## config.mk

```make
export PLATFORM = sky130hd
export DESIGN_NAME = cla4_seq_adder_flat
export DESIGN_NICKNAME = d
export VERILOG_FILES = /design/src/rtl/cla4_seq_adder_pkg.sv /design/src/rtl/cla4_seq_adder_if.sv /design/src/rtl/cla4_seq_adder_cla4.sv /design/src/rtl/cla4_seq_adder.sv /design/src/flat_wrapper.sv
export SDC_FILE = /design/constraint.sdc
export NUM_CORES = 1
export LEC_CHECK = 0
export ABC_AREA = 1
export CORE_AREA = 2 2 77 152
export CTS_CLUSTER_DIAMETER = 100
export DETAILED_ROUTE_END_ITERATION = 6
export DIE_AREA = 0 0 79 154
export GPL_ROUTABILITY_DRIVEN = 0
export GPL_TIMING_DRIVEN = 1
export PLACE_DENSITY = 0.75
export SYNTH_ARGS = -nofsm -noshare
export SYNTH_HDL_FRONTEND = slang
export SYNTH_HIERARCHICAL = 1
export SYNTH_SLANG_ARGS = --single-unit
export TNS_END_PERCENT = 1
```

## constraint.sdc

```tcl
create_clock -name clk -period 3.77 [get_ports clk]
set_input_delay 0.9425 -clock clk [delete_from_list [all_inputs] [get_ports clk]]
set_output_delay 0.9425 -clock clk [all_outputs]
set_load 0.02 [all_outputs]
```

## src/rtl/cla4_seq_adder_pkg.sv

```systemverilog
// Shared definitions for the nibble-serial adder: FSM state encoding and default slice count.
package cla4_seq_adder_pkg;
  localparam int DEF_N_NIBBLES = 8;

  typedef enum logic [1:0] {
    ST_IDLE = 2'b00,
    ST_EXEC = 2'b01,
    ST_DONE = 2'b10
  } state_t;
endpackage

```

## src/rtl/cla4_seq_adder_if.sv

```systemverilog
// Request/result bus of the nibble-serial adder; sub/ovf exist only when CLA4_SEQ_SUB_EN is defined.
interface cla4_seq_adder_if #(parameter int N_NIBBLES = 8);
  localparam int W = 4 * N_NIBBLES;

  logic         start;
  logic [W-1:0] a;
  logic [W-1:0] b;
  logic         ci;
  logic         busy;
  logic         done;
  logic [W-1:0] s;
  logic         co;
`ifdef CLA4_SEQ_SUB_EN
  logic         sub;
  logic         ovf;

  modport master (output start, a, b, ci, sub, input busy, done, s, co, ovf);
  modport slave  (input start, a, b, ci, sub, output busy, done, s, co, ovf);
`else
  modport master (output start, a, b, ci, input busy, done, s, co);
  modport slave  (input start, a, b, ci, output busy, done, s, co);
`endif
endinterface

```

## src/rtl/cla4_seq_adder_cla4.sv

```systemverilog
// 4-bit carry-lookahead adder slice, purely combinational (zero latency, no handshake).
module cla4 (
  input  logic [3:0] a_i,
  input  logic [3:0] b_i,
  input  logic       ci_i,
  output logic [3:0] s_o,
  output logic       co_o
);
  logic [3:0] g;
  logic [3:0] p;
  logic       c1;
  logic       c2;
  logic       c3;

  assign g  = a_i & b_i;
  assign p  = a_i ^ b_i;
  assign c1 = g[0] | (p[0] & ci_i);
  assign c2 = g[1] | (p[1] & g[0]) | (p[1] & p[0] & ci_i);
  assign c3 = g[2] | (p[2] & g[1]) | (p[2] & p[1] & g[0]) | (p[2] & p[1] & p[0] & ci_i);
  assign co_o = g[3] | (p[3] & g[2]) | (p[3] & p[2] & g[1]) | (p[3] & p[2] & p[1] & g[0])
              | (p[3] & p[2] & p[1] & p[0] & ci_i);
  assign s_o  = p ^ {c3, c2, c1, ci_i};
endmodule

```

## src/rtl/cla4_seq_adder.sv

```systemverilog
// Nibble-serial W-bit adder: one nibble per clock through a shared cla4; done pulses N_NIBBLES+1 cycles
// after start. start is ignored while busy. CLA4_SEQ_SUB_EN adds subtract mode and signed overflow.
module cla4_seq_adder
  import cla4_seq_adder_pkg::*;
#(
  parameter int N_NIBBLES = DEF_N_NIBBLES
) (
  input logic           clk,
  input logic           reset,
  cla4_seq_adder_if.slave bus
);
  localparam int IDX_W = $clog2(N_NIBBLES);
  localparam logic [IDX_W-1:0] LAST_IDX = IDX_W'(N_NIBBLES - 1);

  state_t                    state_q;
  logic [IDX_W-1:0]          idx_q;
  logic                      carry_q;
  logic [N_NIBBLES-1:0][3:0] a_q;
  logic [N_NIBBLES-1:0][3:0] b_q;
  logic [N_NIBBLES-1:0][3:0] s_q;
  logic [N_NIBBLES-1:0][3:0] s_d;
  logic                      co_q;
  logic                      busy_q;
  logic                      done_q;
  logic [3:0]                nib_a;
  logic [3:0]                nib_b;
  logic [3:0]                nib_s;
  logic                      nib_co;
`ifdef CLA4_SEQ_SUB_EN
  logic                      ovf_q;
`endif

  always_comb begin
    nib_a      = a_q[idx_q];
    nib_b      = b_q[idx_q];
    s_d        = s_q;
    s_d[idx_q] = nib_s;
  end

  cla4 u_cla4 (
    .a_i  (nib_a),
    .b_i  (nib_b),
    .ci_i (carry_q),
    .s_o  (nib_s),
    .co_o (nib_co)
  );

  always_ff @(posedge clk or posedge reset) begin
    if (reset) begin
      state_q <= ST_IDLE;
      idx_q   <= '0;
      carry_q <= 1'b0;
      a_q     <= '0;
      b_q     <= '0;
      s_q     <= '0;
      co_q    <= 1'b0;
      busy_q  <= 1'b0;
      done_q  <= 1'b0;
`ifdef CLA4_SEQ_SUB_EN
      ovf_q   <= 1'b0;
`endif
    end else begin
      case (state_q)
        ST_IDLE, ST_DONE: begin
          done_q <= 1'b0;
          if (bus.start) begin
            a_q     <= bus.a;
            idx_q   <= '0;
            s_q     <= '0;
            co_q    <= 1'b0;
            busy_q  <= 1'b1;
            state_q <= ST_EXEC;
`ifdef CLA4_SEQ_SUB_EN
            // Subtract as a + ~b + 1; ci is irrelevant in that mode.
            b_q     <= bus.sub ? ~bus.b : bus.b;
            carry_q <= bus.sub | bus.ci;
            ovf_q   <= 1'b0;
`else
            b_q     <= bus.b;
            carry_q <= bus.ci;
`endif
          end else begin
            state_q <= ST_IDLE;
          end
        end
        ST_EXEC: begin
          s_q     <= s_d;
          carry_q <= nib_co;
          if (idx_q == LAST_IDX) begin
            co_q    <= nib_co;
            idx_q   <= '0;
            busy_q  <= 1'b0;
            done_q  <= 1'b1;
            state_q <= ST_DONE;
`ifdef CLA4_SEQ_SUB_EN
            // Carry into the MSB recovered from the sum bit, xor'd with carry out.
            ovf_q   <= nib_a[3] ^ nib_b[3] ^ nib_s[3] ^ nib_co;
`endif
          end else begin
            idx_q <= idx_q + 1'b1;
          end
        end
        default: begin
          busy_q  <= 1'b0;
          done_q  <= 1'b0;
          state_q <= ST_IDLE;
        end
      endcase
    end
  end

  assign bus.busy = busy_q;
  assign bus.done = done_q;
  assign bus.s    = s_q;
  assign bus.co   = co_q;
`ifdef CLA4_SEQ_SUB_EN
  assign bus.ovf  = ovf_q;
`endif
endmodule
```

## src/flat_wrapper.sv

```systemverilog
// flat-port wrapper written by rule: the top's interface ports become plain ports
module cla4_seq_adder_flat import cla4_seq_adder_pkg::*;
#(
  parameter int N_NIBBLES = DEF_N_NIBBLES
)
  (clk, reset, bus_start, bus_a, bus_b, bus_ci, bus_busy, bus_done, bus_s, bus_co);
  cla4_seq_adder_if #(.N_NIBBLES(N_NIBBLES)) bus_i ();
  input logic clk;
  input logic reset;
  input wire logic [$bits(bus_i.start)-1:0] bus_start;
  input wire logic [$bits(bus_i.a)-1:0] bus_a;
  input wire logic [$bits(bus_i.b)-1:0] bus_b;
  input wire logic [$bits(bus_i.ci)-1:0] bus_ci;
  output wire logic [$bits(bus_i.busy)-1:0] bus_busy;
  output wire logic [$bits(bus_i.done)-1:0] bus_done;
  output wire logic [$bits(bus_i.s)-1:0] bus_s;
  output wire logic [$bits(bus_i.co)-1:0] bus_co;
  assign bus_i.start = bus_start;
  assign bus_i.a = bus_a;
  assign bus_i.b = bus_b;
  assign bus_i.ci = bus_ci;
  assign bus_busy = bus_i.busy;
  assign bus_done = bus_i.done;
  assign bus_s = bus_i.s;
  assign bus_co = bus_i.co;
  cla4_seq_adder #(.N_NIBBLES(N_NIBBLES)) u_core (.clk(clk), .reset(reset), .bus(bus_i));
endmodule
```

==> results of run 1 <==
cell usage after synthesis:
master	n
xnor2_1	1
nand4_1	2
nand2_1	464
nor3_4	3
fa_1	1
nand2_2	3
nand3_1	26
nand3_2	2
dfrtp_1	104
clkinv_1	1
nor2_1	8
or2_0	1
buf_1	5
buf_2	16
nor2_2	2
nor3_2	1
buf_4	3
o21ai_1	2
a21oi_1	1
inv_2	6
ha_1	6
o21ai_0	4
inv_1	15
clkbuf_1	3
buf_6	2
sequential cells by signal, indices dropped and copies added, names as in the netlist:
| name | flops |
|---|---|
| u_core/bus.done | 1 |
| u_core/bus.s | 32 |
| u_core/carry_q | 1 |
| u_core/bus.co | 1 |
| u_core/bus.busy | 1 |
| u_core/idx_q | 3 |
| u_core/state_q | 1 |
| u_core/a_q | 32 |
| u_core/b_q | 32 |
final timing paths:
| kind | startpoint | to | slack (ns) | cells after the start |
|---|---|---|---|---|
| min in group asynchronous | reset | u_core/bus.s[10]$_DFFE_PP0P_ | 1.04 | 3 |
| setup / recovery | u_core/idx_q[0]$_DFFE_PP0P_ | u_core/bus.s[11]$_DFFE_PP0P_ | 0.83 | 16 |
| max in group asynchronous | reset | u_core/bus.s[7]$_DFFE_PP0P_ | 2.25 | 3 |
| setup reg to reg | u_core/idx_q[0]$_DFFE_PP0P_ | u_core/bus.s[11]$_DFFE_PP0P_ | 0.83 | 16 |
| hold / removal | u_core/bus.s[13]$_DFFE_PP0P_ | u_core/bus.s[13]$_DFFE_PP0P_ | 0.47 | 2 |
| hold reg to reg | u_core/bus.s[13]$_DFFE_PP0P_ | u_core/bus.s[13]$_DFFE_PP0P_ | 0.47 | 2 |
metal layers:
metal,GRT usage,up-vias
met5,0,-
met4,0.110,0
met3,0.0364,32
met2,0.361,122
met1,0.230,2029
li1,-,2252
worst max-delay path, delay by kind of cell, from the launching register on:
kind	cells	cell delay, ns
buffers and inverters	2	0.48
and+or+nand+nor	13	1.72
adders and majority gates	1	0.27
DFF	1	0.39
per-stage QoR:
stage	util	setup slack (ns)	power, mW	hold slack [ns]	instances
after floorplan	-	0.0953	3.87	0.449	682
after global placement	0.558	1.02	4.62	0.454	900
after detailed placement	0.558	0.908	4.74	0.458	900
after CTS	0.587	0.870	5.75	0.475	916
after global routing	0.587	0.589	6.21	0.498	916
final	0.587	0.832	5.72	0.472	916
logic make-up (layout without fill, tap and decap cells):
group / Yosys count / after routing / share of synthesized area
simple gates: 512 / 512 / 0.405
buf+inv: 51 / 145 / 0.0475
flops: 104 / 104 / 0.519
compound gates: 7 / 7 / 0.00699
xor+xnor: 1 / 1 / 0.00175
fa+ha+maj: 7 / 7 / 0.0190
power groups by stage:
stage | Sequential (mW) | Combinational (mW) | Clock (mW)
after floorplan | 1.97 | 1.89 | 0
after global placement | 1.91 | 2.71 | 0
final | 1.91 | 2.82 | 0.985
after CTS | 1.91 | 2.83 | 1.01
after global routing | 1.97 | 3.19 | 1.06
after detailed placement | 1.93 | 2.81 | 0
layout make-up:
| cell class | instances | area, sq um | area share |
|---|---|---|---|
| repair buffers | 107 | 1070 | 0.167 |
| clock buffers | 9 | 225 | 0.0351 |
| well taps | 140 | 175 | 0.0273 |
| inverters | 22 | 85.1 | 0.0132 |
| multi-input cells | 527 | 2170 | 0.338 |
| clock inverters | 7 | 96.3 | 0.0150 |
| flip-flops and latches | 104 | 2600 | 0.405 |
==> impl_metrics.env, run 1 <==
export IMPL_ctsResizeCount=0
export IMPL_antenna_diode_count=0
export IMPL_synthesis_nets=757
export IMPL_drive_above_1_share=0.0503
export IMPL_power_switching_mw=2.54
export IMPL_avgSynthCellArea_sq_um=7.35
export IMPL_yosys_register_bits=104
export IMPL_via_per_inst=4.84
export IMPL_tritoncts="built"
export IMPL_hp_class="reg -> reg"
export IMPL_core_area_sq_um=10900
export IMPL_vdd_ir_drop_worst_uv=392
export IMPL_final_setup_viol_count=0
export IMPL_p_sw_frac=0.445
export IMPL_wl_met1_microns=4570
export IMPL_die_area_sq_um=12200
export IMPL_io_pins=103
export IMPL_critical_path_endpoint_type="flip-flop"
export IMPL_grt_max_degree=105
export IMPL_root_buffer="clkbuf_16"
export IMPL_grt_pass1_vias=4394
export IMPL_finalHoldViolations=0
export IMPL_overflow=0
export IMPL_dr_max_layer_used="met4"
export IMPL_rsz0062_at_grt="false"
export IMPL_crit_path_top_delay_cell="nor2_1"
export IMPL_start_kind="flip-flop"
export IMPL_synthCells=682
export IMPL_nets=846
export IMPL_drc=0
export IMPL_max_stage_delay_ns=0.49
export IMPL_final_common_cell="nand2_1"
export IMPL_postPlaceCellArea_sq_um=6100
export IMPL_portBuffers=102
export IMPL_yosys_top_cells_area="dfrtp_1 52%, nand2_1 35%, nand3_1 2.6%, buf_2 1.6%, ha_1 1.5%"
export IMPL_ant_nets=0
export IMPL_ys_seq_area_frac=0.519
export IMPL_cts_sinks=104
export IMPL_postCtsHoldBufs=0
export IMPL_yosys_warnings=6
export IMPL_die_h_microns=154
export IMPL_cts_htree_levels=3
export IMPL_power_density_nw_per_um2=890
export IMPL_cp_max_fo=36
export IMPL_grt_util_all_layers=0.205
export IMPL_clock_path_buffers=2
export IMPL_critPathArrivalTime_ns=3.22
export IMPL_hpwl_microns=8580
export IMPL_leakagePower_nw=3.47
export IMPL_worstSkewPairLatency_ns=0.34
export IMPL_rows=54
export IMPL_synth_largest_area_cell="dfrtp_1"
export IMPL_relSlewSlack=0.347
export IMPL_die_w_microns=79
export IMPL_grt_first_pass_wirelength_microns=19800
export IMPL_drv_slew=0
export IMPL_layout_min_cycle_time_ns=2.94
export IMPL_power_frac_comb=0.494
export IMPL_drt_initial_drc_count=334
export IMPL_clkTransAtPathRegs_ns=0.07
export IMPL_wl_microns=11900
export IMPL_nFillCells=1072
export IMPL_yosysUniqueCellTypes=25
export IMPL_wl_met3_microns=440
export IMPL_fin_skew_ns=0.00839
export IMPL_synth_area_sq_um=5010
export IMPL_cp_cell_sequence="inv_2, nand2_1, nand2_1, nand2_1, nand2_1, nand2_1, nand2_1, ha_1, or2_0, nand2_1, nand3_1, nand2_1, inv_1, nor2_1, nand2_1, nand2_1"
export IMPL_cpMostUsedCell="nand2_1"
export IMPL_crit_type="reg -> reg"
export IMPL_fin_crit_sh=0.779
export IMPL_outcome="completed"
export IMPL_dr_wl_met2_microns=6450
export IMPL_cts_setup_buffers=0
export IMPL_antenna_found_initial=0
export IMPL_p_seq_frac=0.334
export IMPL_cts_made_buffers=9
export IMPL_critPathRequiredTime_ns=4.05
export IMPL_drtPass1Iterations=4
export IMPL_yosys_area_top_type_share=0.519
export IMPL_wl_per_cell_microns=13.0
export IMPL_start_util=0.458
export IMPL_intPower_mw=3.17
export IMPL_fmax_mhz=340
export IMPL_vias=4435
export IMPL_tightest_slew_ns=0.978
export IMPL_finalInstanceArea_sq_um=6420
export IMPL_cap_viol_max_count=0
export IMPL_layout_common_cells="464 x nand2_1, 104 x dfrtp_1, 102 x clkdlybuf4s50_1, 26 x nand3_1, 14 x inv_1"
export IMPL_clkPwrFrac=0.172
export IMPL_setup_tns_ns=0
export IMPL_syn2layout_area_growth_pct=28.2
No activity file was read; power rests on OpenSTA's default activity.
==> inputs of run 2 (changes only) <==
==> constraint.sdc (replaced) <==
create_clock -name clk -period 2.5 [get_ports clk]
set_input_delay 0.625 -clock clk [delete_from_list [all_inputs] [get_ports clk]]
set_output_delay 0.625 -clock clk [all_outputs]
set_load 0.02 [all_outputs]
==> run 2 against run 1 <==
Sequential cell count unchanged. First-iteration DRC count decreased by 38%. Non-clock buffer count increased by 12. Wire length increased by 4.3%. Critical path type unchanged. Critical endpoint unchanged. Largest cell class unchanged.
==> impl_metrics.env, run 2 (synthesis gave the netlist of run 1 again) <==
export IMPL_fin_crit_sh=0.925
export IMPL_start_kind="flip-flop"
export IMPL_grt_max_degree=105
export IMPL_postCtsHoldBufs=0
export IMPL_root_buffer="clkbuf_16"
export IMPL_hpwl_microns=9280
export IMPL_vias=4558
export IMPL_drtPass1Iterations=4
export IMPL_start_util=0.458
export IMPL_drc=0
export IMPL_cp_cell_sequence="inv_2, buf_12, nand2_1, nand2_1, nand2_1, nand2_1, nand2_1, nand2_2, ha_4, or2_0, nand2_1, nand3_1, nand2_1, inv_1, nor2_1, buf_4, nand2_1, nand2_1"
export IMPL_critPathTopFamily="simple AND/OR/NAND/NOR gates"
export IMPL_fin_skew_ns=0.00959
export IMPL_dp_cells=912
export IMPL_stdcell_count=927
export IMPL_power_density_nw_per_um2=1380
export IMPL_core_area_sq_um=10900
export IMPL_critical_path_endpoint_type="flip-flop"
export IMPL_whs_path_depth=2
export IMPL_drt_initial_drc_count=206
export IMPL_cts_made_buffers=9
export IMPL_portBuffers=102
export IMPL_vdd_ir_drop_worst_uv=674
export IMPL_grt_pass1_vias=4706
export IMPL_cpMostUsedCell="nand2_1"
export IMPL_drv_slew=0
export IMPL_layout_common_cells="463 x nand2_1, 104 x dfrtp_1, 102 x clkdlybuf4s50_1, 26 x nand3_1, 14 x inv_1"
export IMPL_cp_depth=18
export IMPL_grt_first_pass_wirelength_microns=21300
export IMPL_cts_sinks=104
export IMPL_die_area_sq_um=12200
export IMPL_hp_class="reg -> reg"
export IMPL_leakagePower_nw=3.54
export IMPL_via_per_inst=4.92
export IMPL_ant_nets=0
export IMPL_die_w_microns=79
export IMPL_setup_tns_ns=0
export IMPL_cts_setup_buffers=0
export IMPL_worstSkewPairLatency_ns=0.35
export IMPL_finalInstanceArea_sq_um=6590
export IMPL_register_area_sq_um=2600
export IMPL_final_setup_viol_count=0
export IMPL_nFillCells=1033
export IMPL_die_h_microns=154
export IMPL_wl_per_cell_microns=13.4
export IMPL_syn2layout_area_growth_pct=31.5
export IMPL_final_common_cell="nand2_1"
export IMPL_grt_util_all_layers=0.223
export IMPL_multiInputGateArea_sq_um=2200
export IMPL_clock_path_buffers=2
export IMPL_ctsResizeCount=0
export IMPL_crit_type="reg -> reg"
export IMPL_antenna_diode_count=0
export IMPL_rsz0062_at_grt="false"
export IMPL_outcome="completed"
export IMPL_io_pins=103
export IMPL_cap_viol_max_count=0
export IMPL_fmax_mhz=433
export IMPL_cp_num_buf_inv=4
export IMPL_worstRegToRegCells=18
export IMPL_drive_above_1_share=0.0686
export IMPL_tightest_slew_ns=0.571
export IMPL_whs_ns=0.479
export IMPL_postPlaceCellArea_sq_um=6230
export IMPL_tritoncts="built"
export IMPL_total_power_mw=9.12
export IMPL_layout_min_cycle_time_ns=2.31
export IMPL_wl_microns=12400
export IMPL_max_stage_delay_ns=0.43
export IMPL_cp_max_fo=24
export IMPL_nets=858
export IMPL_cts_htree_levels=3
export IMPL_clkTransAtPathRegs_ns=0.07
export IMPL_rows=54
export IMPL_antenna_found_initial=0
export IMPL_critPathArrivalTime_ns=2.60
export IMPL_critPathRequiredTime_ns=2.79
export IMPL_crit_path_top_delay_cell="dfrtp_1"
export IMPL_finalHoldViolations=0
export IMPL_overflow=0
export IMPL_relSlewSlack=0.620
[run 2: area by class of cell]
class	count	share of cell area
tap	140	0.0266
timing repair buffer	119	0.182
sequential	104	0.395
multi-input combinational	527	0.334
clock buffer	12	0.0389
inverter	22	0.0131
clock inverter	3	0.00988
[run 2: metrics by stage]
stage               utilization  setup slack (ns)
finish                    0.602             0.188
CTS                       0.599            0.0732
floorplan                     -             0.238
global route              0.602           0.00148
detailed placement        0.569            0.0971
global placement          0.569             0.180
[run 2: per-layer routing]
| layer | share of wire | routed length [microns] | GRT usage | vias to the layer above |
|---|---|---|---|---|
| met3 | 0.040 | 491 | 0.0417 | 38 |
| met2 | 0.56 | 6910 | 0.410 | 131 |
| li1 | - | - | - | 2271 |
| met1 | 0.36 | 4530 | 0.237 | 2118 |
| met5 | 0 | 0 | 0 | - |
| met4 | 0.040 | 497 | 0.105 | 0 |
[run 2: worst paths after layout]
check                                             start                           end  slack (ns)
max                         u_core/idx_q[0]$_DFFE_PP0P_  u_core/bus.s[11]$_DFFE_PP0P_        0.19
min                        u_core/bus.s[12]$_DFFE_PP0P_  u_core/bus.s[12]$_DFFE_PP0P_        0.48
max reg2reg                 u_core/idx_q[0]$_DFFE_PP0P_  u_core/bus.s[11]$_DFFE_PP0P_        0.19
min reg2reg                u_core/bus.s[12]$_DFFE_PP0P_  u_core/bus.s[12]$_DFFE_PP0P_        0.48
max in group asynchronous                         reset   u_core/idx_q[1]$_DFFE_PP0P_        1.28
min in group asynchronous                         reset   u_core/bus.s[9]$_DFFE_PP0P_        0.75
[run 2: worst reg2reg max path, stage by stage (launching register included)]
cell and delay, ns:
dfrtp_1 0.43, inv_2 0.10, buf_12 0.16, nand2_1 0.07
nand2_1 0.06, nand2_1 0.04, nand2_1 0.07, nand2_1 0.08
nand2_2 0.10, ha_4 0.22, or2_0 0.21, nand2_1 0.10
nand3_1 0.08, nand2_1 0.07, inv_1 0.03, nor2_1 0.09
buf_4 0.18, nand2_1 0.07, nand2_1 0.07
[run 2: where the power goes]
group	leakage (nW)	internal [mW]	total [mW]	switching, mW
Combinational	2.06	1.84	4.73	2.89
Clock	0.159	0.924	1.51	0.582
Sequential	1.33	2.41	2.88	0.474
Total	3.54	5.18	9.12	3.94
